===== src/rtl/host_bus_seq.sv =====
// host_bus_seq: host-bus master for the MAC register interface.
// After reset it waits START_DLY cycles and then replays a register-init
// script from an external registered ROM. Each entry becomes one write strobe.
// Once the script completes it raises CPU_init_end and serves single runtime
// read/write requests through a req/ack handshake.
// Every bus-facing output is driven straight from a flop.
module host_bus_seq #(
  parameter int STROBE_CYC = 3,
  parameter int GAP_CYC    = 3,
  parameter int START_DLY  = 11,
  parameter int ROM_AW     = 8
) (
  input  logic              Reset,
  input  logic              Clk_reg,
  output logic [ROM_AW-1:0] Rom_addr,
  input  logic [31:0]       Rom_data,
  input  logic              Req,
  input  logic              Req_wr,
  input  logic [6:0]        Req_addr,
  input  logic [15:0]       Req_wdata,
  output logic              Ack,
  output logic [15:0]       Rdata,
  output logic              CSB,
  output logic              WRB,
  output logic [7:0]        CA,
  output logic [15:0]       CD_in,
  input  logic [15:0]       CD_out,
  output logic              CPU_init_end,
  output logic              Busy
);

  typedef enum logic [2:0] {
    ST_WAIT   = 3'd0,
    ST_FETCH  = 3'd1,
    ST_LOAD   = 3'd2,
    ST_STROBE = 3'd3,
    ST_GAP    = 3'd4,
    ST_IDLE   = 3'd5
  } state_t;

  // Last value of the phase counter in each timed state.
  localparam logic [15:0] WAIT_LAST   = 16'(START_DLY - 1);
  localparam logic [15:0] STROBE_LAST = 16'(STROBE_CYC - 1);
  localparam logic [15:0] GAP_LAST    = 16'(GAP_CYC - 1);

  state_t state_r, state_s;
  logic [15:0] cnt_r, cnt_s;
  logic [7:0] idx_r, idx_s, idx_inc_s;
  logic [7:0] n_r, n_s;
  logic [ROM_AW-1:0] rom_addr_r, rom_addr_s;
  logic csb_r, csb_s;
  logic wrb_r, wrb_s;
  logic [7:0] ca_r, ca_s;
  logic [15:0] cd_r, cd_s;
  logic ack_r, ack_s;
  logic [15:0] rdata_r, rdata_s;
  logic init_end_r, init_end_s;
  logic busy_r, busy_s;
  logic unused_rom_addr7_s;

  // The ROM address field is 8 bits, but only bits [6:0] form the word address.
  assign unused_rom_addr7_s = Rom_data[23];
  assign idx_inc_s = idx_r + 8'd1;

  // State register and phase counter
  always_ff @(posedge Clk_reg or negedge Reset) begin
    if (!Reset) begin
      state_r <= ST_WAIT;
      cnt_r   <= 16'd0;
    end else begin
      state_r <= state_s;
      cnt_r   <= cnt_s;
    end
  end

  // Next-state logic. After init, every GAP exit returns to IDLE.
  always_comb begin
    state_s = state_r;
    case (state_r)
      ST_WAIT: begin
        if (cnt_r == WAIT_LAST) state_s = ST_FETCH;
        else                    state_s = ST_WAIT;
      end
      ST_FETCH: begin
        state_s = ST_LOAD;
      end
      ST_LOAD: begin
        if (idx_r == 8'd0 && Rom_data[31:24] == 8'd0) state_s = ST_IDLE;
        else                                            state_s = ST_STROBE;
      end
      ST_STROBE: begin
        if (cnt_r == STROBE_LAST) state_s = ST_GAP;
        else                      state_s = ST_STROBE;
      end
      ST_GAP: begin
        if (cnt_r == GAP_LAST) begin
          if (init_end_r || idx_inc_s == n_r) state_s = ST_IDLE;
          else                                state_s = ST_FETCH;
        end else begin
          state_s = ST_GAP;
        end
      end
      ST_IDLE: begin
        if (Req) state_s = ST_STROBE;
        else     state_s = ST_IDLE;
      end
      default: begin
        state_s = ST_WAIT;
      end
    endcase
  end

  // Next values of the counter, script bookkeeping and all registered outputs
  always_comb begin
    rom_addr_s = rom_addr_r;
    idx_s      = idx_r;
    n_s        = n_r;
    csb_s      = 1'b1;
    wrb_s      = 1'b1;
    ca_s       = 8'd0;
    cd_s       = 16'd0;
    rdata_s    = rdata_r;
    init_end_s = init_end_r;
    busy_s     = (state_s != ST_IDLE);

    if (state_s != state_r)     cnt_s = 16'd0;
    else if (state_r == ST_IDLE) cnt_s = cnt_r;
    else                         cnt_s = cnt_r + 16'd1;

    case (state_r)
      ST_LOAD: begin
        // Only entry 0 carries the entry count.
        if (idx_r == 8'd0) n_s = Rom_data[31:24];
        else               n_s = n_r;
        if (state_s == ST_STROBE) begin
          csb_s = 1'b0;
          wrb_s = 1'b0;
          ca_s  = {Rom_data[22:16], 1'b0};
          cd_s  = Rom_data[15:0];
        end else begin
          init_end_s = 1'b1;
        end
      end
      ST_IDLE: begin
        if (state_s == ST_STROBE) begin
          csb_s = 1'b0;
          wrb_s = ~Req_wr;
          ca_s  = {Req_addr, 1'b0};
          if (Req_wr) cd_s = Req_wdata;
          else        cd_s = 16'd0;
        end else begin
          csb_s = 1'b1;
        end
      end
      ST_STROBE: begin
        if (state_s == ST_STROBE) begin
          // Hold address, data and direction stable for the whole strobe.
          csb_s = csb_r;
          wrb_s = wrb_r;
          ca_s  = ca_r;
          cd_s  = cd_r;
        end else if (init_end_r && wrb_r) begin
          // Runtime read: sample the MAC on the edge that leaves STROBE.
          rdata_s = CD_out;
        end else begin
          rdata_s = rdata_r;
        end
      end
      ST_GAP: begin
        if (state_s == ST_FETCH) begin
          idx_s      = idx_inc_s;
          rom_addr_s = ROM_AW'(idx_inc_s);
        end else if (state_s == ST_IDLE && !init_end_r) begin
          idx_s      = idx_inc_s;
          init_end_s = 1'b1;
        end else begin
          idx_s = idx_r;
        end
      end
      default: begin
        idx_s = idx_r;
      end
    endcase

    // Ack marks the final gap cycle of a runtime access.
    ack_s = init_end_r && (state_s == ST_GAP) && (cnt_s == GAP_LAST);
  end

  // Output and datapath registers
  always_ff @(posedge Clk_reg or negedge Reset) begin
    if (!Reset) begin
      rom_addr_r <= {ROM_AW{1'b0}};
      idx_r      <= 8'd0;
      n_r        <= 8'd0;
      csb_r      <= 1'b1;
      wrb_r      <= 1'b1;
      ca_r       <= 8'd0;
      cd_r       <= 16'd0;
      ack_r      <= 1'b0;
      rdata_r    <= 16'd0;
      init_end_r <= 1'b0;
      busy_r     <= 1'b1;
    end else begin
      rom_addr_r <= rom_addr_s;
      idx_r      <= idx_s;
      n_r        <= n_s;
      csb_r      <= csb_s;
      wrb_r      <= wrb_s;
      ca_r       <= ca_s;
      cd_r       <= cd_s;
      ack_r      <= ack_s;
      rdata_r    <= rdata_s;
      init_end_r <= init_end_s;
      busy_r     <= busy_s;
    end
  end

  assign Rom_addr     = rom_addr_r;
  assign CSB          = csb_r;
  assign WRB          = wrb_r;
  assign CA           = ca_r;
  assign CD_in        = cd_r;
  assign Ack          = ack_r;
  assign Rdata        = rdata_r;
  assign CPU_init_end = init_end_r;
  assign Busy         = busy_r;

endmodule

===== config.mk =====
export PLATFORM = sky130hd
export DESIGN_NAME = host_bus_seq
export DESIGN_NICKNAME = d
export VERILOG_FILES = /design/src/rtl/host_bus_seq.sv
export SDC_FILE = /design/constraint.sdc
export NUM_CORES = 1
export LEC_CHECK = 0
export CAP_MARGIN = 30
export CORE_MARGIN = 2
export CORE_UTILIZATION = 50
export CTS_BUF_LIST = sky130_fd_sc_hd__clkbuf_4 sky130_fd_sc_hd__clkbuf_8
export DETAILED_ROUTE_END_ITERATION = 8
export GPL_TIMING_DRIVEN = 0
export HOLD_SLACK_MARGIN = 0.06
export MAX_ROUTING_LAYER = met4
export PLACE_DENSITY_LB_ADDON = 0.3
export SYNTH_ARGS = -nofsm -noshare
export SYNTH_HDL_FRONTEND = slang
export SYNTH_SLANG_ARGS = --single-unit
export TNS_END_PERCENT = 20

===== constraint.sdc =====
create_clock -name Clk_reg -period 3.4 [get_ports Clk_reg]
set_clock_uncertainty 0.1 [all_clocks]
set_input_delay 0.85 -clock Clk_reg [delete_from_list [all_inputs] [get_ports Clk_reg]]
set_output_delay 0.85 -clock Clk_reg [all_outputs]
set_load 0.01 [all_outputs]

==> summary.md <==
| Metric | Value |
|---|---|
| Die Area | between 0.009 and 0.01 mm² |
| Top cells by count, synth | dfrtp_1, inv_1, nor2_1 |
| Seq/Total Area, Yosys | 0.477 |
| Total CTS buffers | 9 |
| GR Overflow Total | 0 |
| Total track usage | 0.241 |
| CTS tree | built |
| Fin crit share | 0.906 |
| DR vias | roughly 3800 |
| Power per cell area | roughly 640 mW/mm² |
| Number of distinct library cells after synthesis | 67 |
| DR pass1 iterations | 5 |
| Clock Latency Late Sink | between 0.3 and 0.4 ns |
| HPWL after DPL | around 8400 µm |
| Min Hold Slack | roughly 0.36 ns |
| Required @ worst endpoint | ~3.5 ns |
| Final min period | approximately 3.1 ns |
| VDD IR-drop max | approximately 0.34 mV |
| Placement Setup Slack | between 0.015 and 0.02 ns |
| Post_cts resized | 0 |
| Share of synthesized registers carrying an async set or reset | 1.00 |
| Ys flop type | dfrtp_1 |
| Area delta synth->final | 34.8% |
| Top post-synthesis cells by area | dfrtp_1, a222oi_1, xnor2_1 |
| Vias in the first global route | a little under 4000 |
| Clock slew at reported path FFs | 0.09 ns |
| RSZ-0062 raised after global routing | no |
| Most common cell in the synthesized netlist | dfrtp_1 |
| Fin nets | ~640 |
| Routed length per instance | between 15 and 20 µm |
| Number of DRC markers in iteration 0 | between 200 and 300 |
| Total core area | between 0.008 and 0.009 mm² |
| Syn Nets | roughly 500 |
| Most area-hungry cell type in the Yosys netlist | dfrtp_1 |
| Finished Cell Area | approximately 0.0062 mm² |
| FP Rows | 34 |
| Post-CTS Setup Inserts | 0 |
| Synth top area share | 0.459 |
| Clk root buf | clkbuf_8 |
| Nature of the critical path endpoint | register |
| Die Y | between 90 and 100 µm |
| H-tree Lvls | 3 |
| Port bufs | between 100 and 150 |
| Startpoint types | input pin |
| Vias per std cell | 5.67 |
| Yosys warning total | 0 |
| GP Congestion | approximately 0.92 |
| Share of layout cells above drive strength 1 | 0.108 |
| Hold buffers post-CTS | 0 |
| Fin Setup TNS | 0 ns |
| Reported leakage power | 0.00276 µW |
| Final Setup Violations | 0 |
| Fin. Hold Viols | 0 |
| Yosys reg bits | between 80 and 90 |
| # diodes | 0 |
| Max Cap Viol | 0 |
| Worst-path maximum fanout | 10 |
| Post-synth EDFFs | 0 |
| Fillers | 698 |
| Rel. slew slack | 0.414 |
| Die Span X | ~100 µm |
| Max frequency | 325 MHz |
| Routed wire length | around 11000 µm |
| Largest net degree at the start of global routing | 47 |
| Final cell utilization of the core | 0.700 |
| Initial Util | 0.520 |
| Worst slew pin tran | 0.865 ns |
| Post-route DRC | 0 |
| I/O pin cnt | between 100 and 150 |
| First-pass GRT wire length | about 18000 µm |
| Worst EP arrival | between 3 and 4 ns |
| Antenna violations before repair | 0 |
| Post-synthesis cell count | approximately 420 |
| Final WS setup | 0.319 ns |
| Status | completed |
| Max-slew violations | 0 |
| Cell Area, Placed | 0.00599 mm² |
| Worst setup path category | in -> reg |
| Antenna Violating Nets Remaining | 0 |
| Max clock buf depth | 2 |
| # clock sinks | 87 |
| Syn avg cell area | ~11 µm² |
| HP Class | in -> async |
| Cell Area, Synth | roughly 0.0046 mm² |
-- layer usage --
layer	vias up	track usage	wire length (µm)
met5	-	-	0
met4	0	0.101	240
met3	20	0.0408	589
met2	148	0.393	5470
met1	1846	0.297	4870
li1	1800	-	-
-- cells in the final DEF (no fill, tap or decap), types with 3 or more instances in the layout --
cell	instances
clkdlybuf4s50_1	124
dfrtp_1	84
inv_1	36
nor2_1	27
xnor2_1	24
a222oi_1	23
nand2_1	17
mux2_2	16
mux2_1	16
buf_2	13
xor2_1	13
clkbuf_1	12
nand3_1	11
nor2b_1	10
nor3_1	9
clkbuf_8	9
nand4_1	8
and3_1	7
a21oi_1	7
nor4_1	6
mux2i_1	5
nand2b_1	4
nand4b_1	4
ha_1	4
dfstp_2	3
o21ai_0	3
and2_1	3
a211o_1	3
a31oi_1	3
o21ai_1	3
and4_1	3
inv_6	3
-- worst max-delay path, cell delays in order --
cell	delay (ns)
clkdlybuf4s50_1	0.44
nor4_1	0.44
a41oi_1	0.22
and2_1	0.20
buf_2	0.19
o311a_4	0.42
buf_6	0.15
a222oi_1	0.22
inv_1	0.08
-- layout make-up --
type	count	area, µm²	area share
clock inverters	7	55.1	0.00893
clock buffers	9	124	0.0201
inverters	36	135	0.0219
well taps	108	135	0.0219
multi-input cells	271	2120	0.344
plain buffers	29	136	0.0221
flip-flops and latches	87	2180	0.354
repair buffers	126	1280	0.207
-- cell families (layout without fill, tap and decap cells) --
kind of cell,after synthesis,after routing,synth area share
AND/OR/NAND/NOR,125,125,0.165
flip-flops,87,87,0.477
AO/OA/AOI/OAI,67,67,0.127
buffers and inverters,65,207,0.0593
XOR/XNOR,37,37,0.0708
multiplexers,37,37,0.0897
adder cells (fa/ha/maj),4,4,0.0109
other,1,1,0.000820
-- final timing paths --
check / startpoint / cells after the start / endpoint / slack (ns)
worst max-delay path: Rom_data[25] / 9 / CD_in[10]$_DFFE_PN0P_ / 0.32
worst min-delay path: Reset / 1 / Rom_addr[4]$_DFFE_PN0P_ / 0.36
worst max register to register: cnt_r[0]$_DFF_PN0_ / 7 / Rom_addr[5]$_DFFE_PN0P_ / 0.52
worst min register to register: Rom_addr[2]$_DFFE_PN0P_ / 1 / Rom_addr[2]$_DFFE_PN0P_ / 0.39
max in group asynchronous: Reset / 2 / Busy$_DFF_PN1_ / 2.17
min in group Clk_reg: Rom_addr[2]$_DFFE_PN0P_ / 1 / Rom_addr[2]$_DFFE_PN0P_ / 0.39
-- state kept, by name, summed over array words and instances, names as in the netlist --
signal / cells
Busy: 1
Rom_addr: 8
Rdata: 16
Ack: 1
CA: 7
n_r: 8
WRB: 1
CD_in: 16
idx_r: 8
CPU_init_end: 1
state_r: 3
CSB: 1
cnt_r: 16
-- per-stage QoR --
stage / power (µW) / std cells
2_1_floorplan: 2480 / 423
3_3_place_gp: 3190 / 656
3_5_place_dp: 3270 / 657
4_1_cts: 3950 / 673
5_1_grt: 4200 / 673
6_report: 3930 / 673
-- power breakdown --
group	internal, µW	switching [µW]	total (µW)
Clock	273	399	672
Sequential	1330	196	1530
Combinational	896	835	1730
No activity file was read; power rests on OpenSTA's default activity.
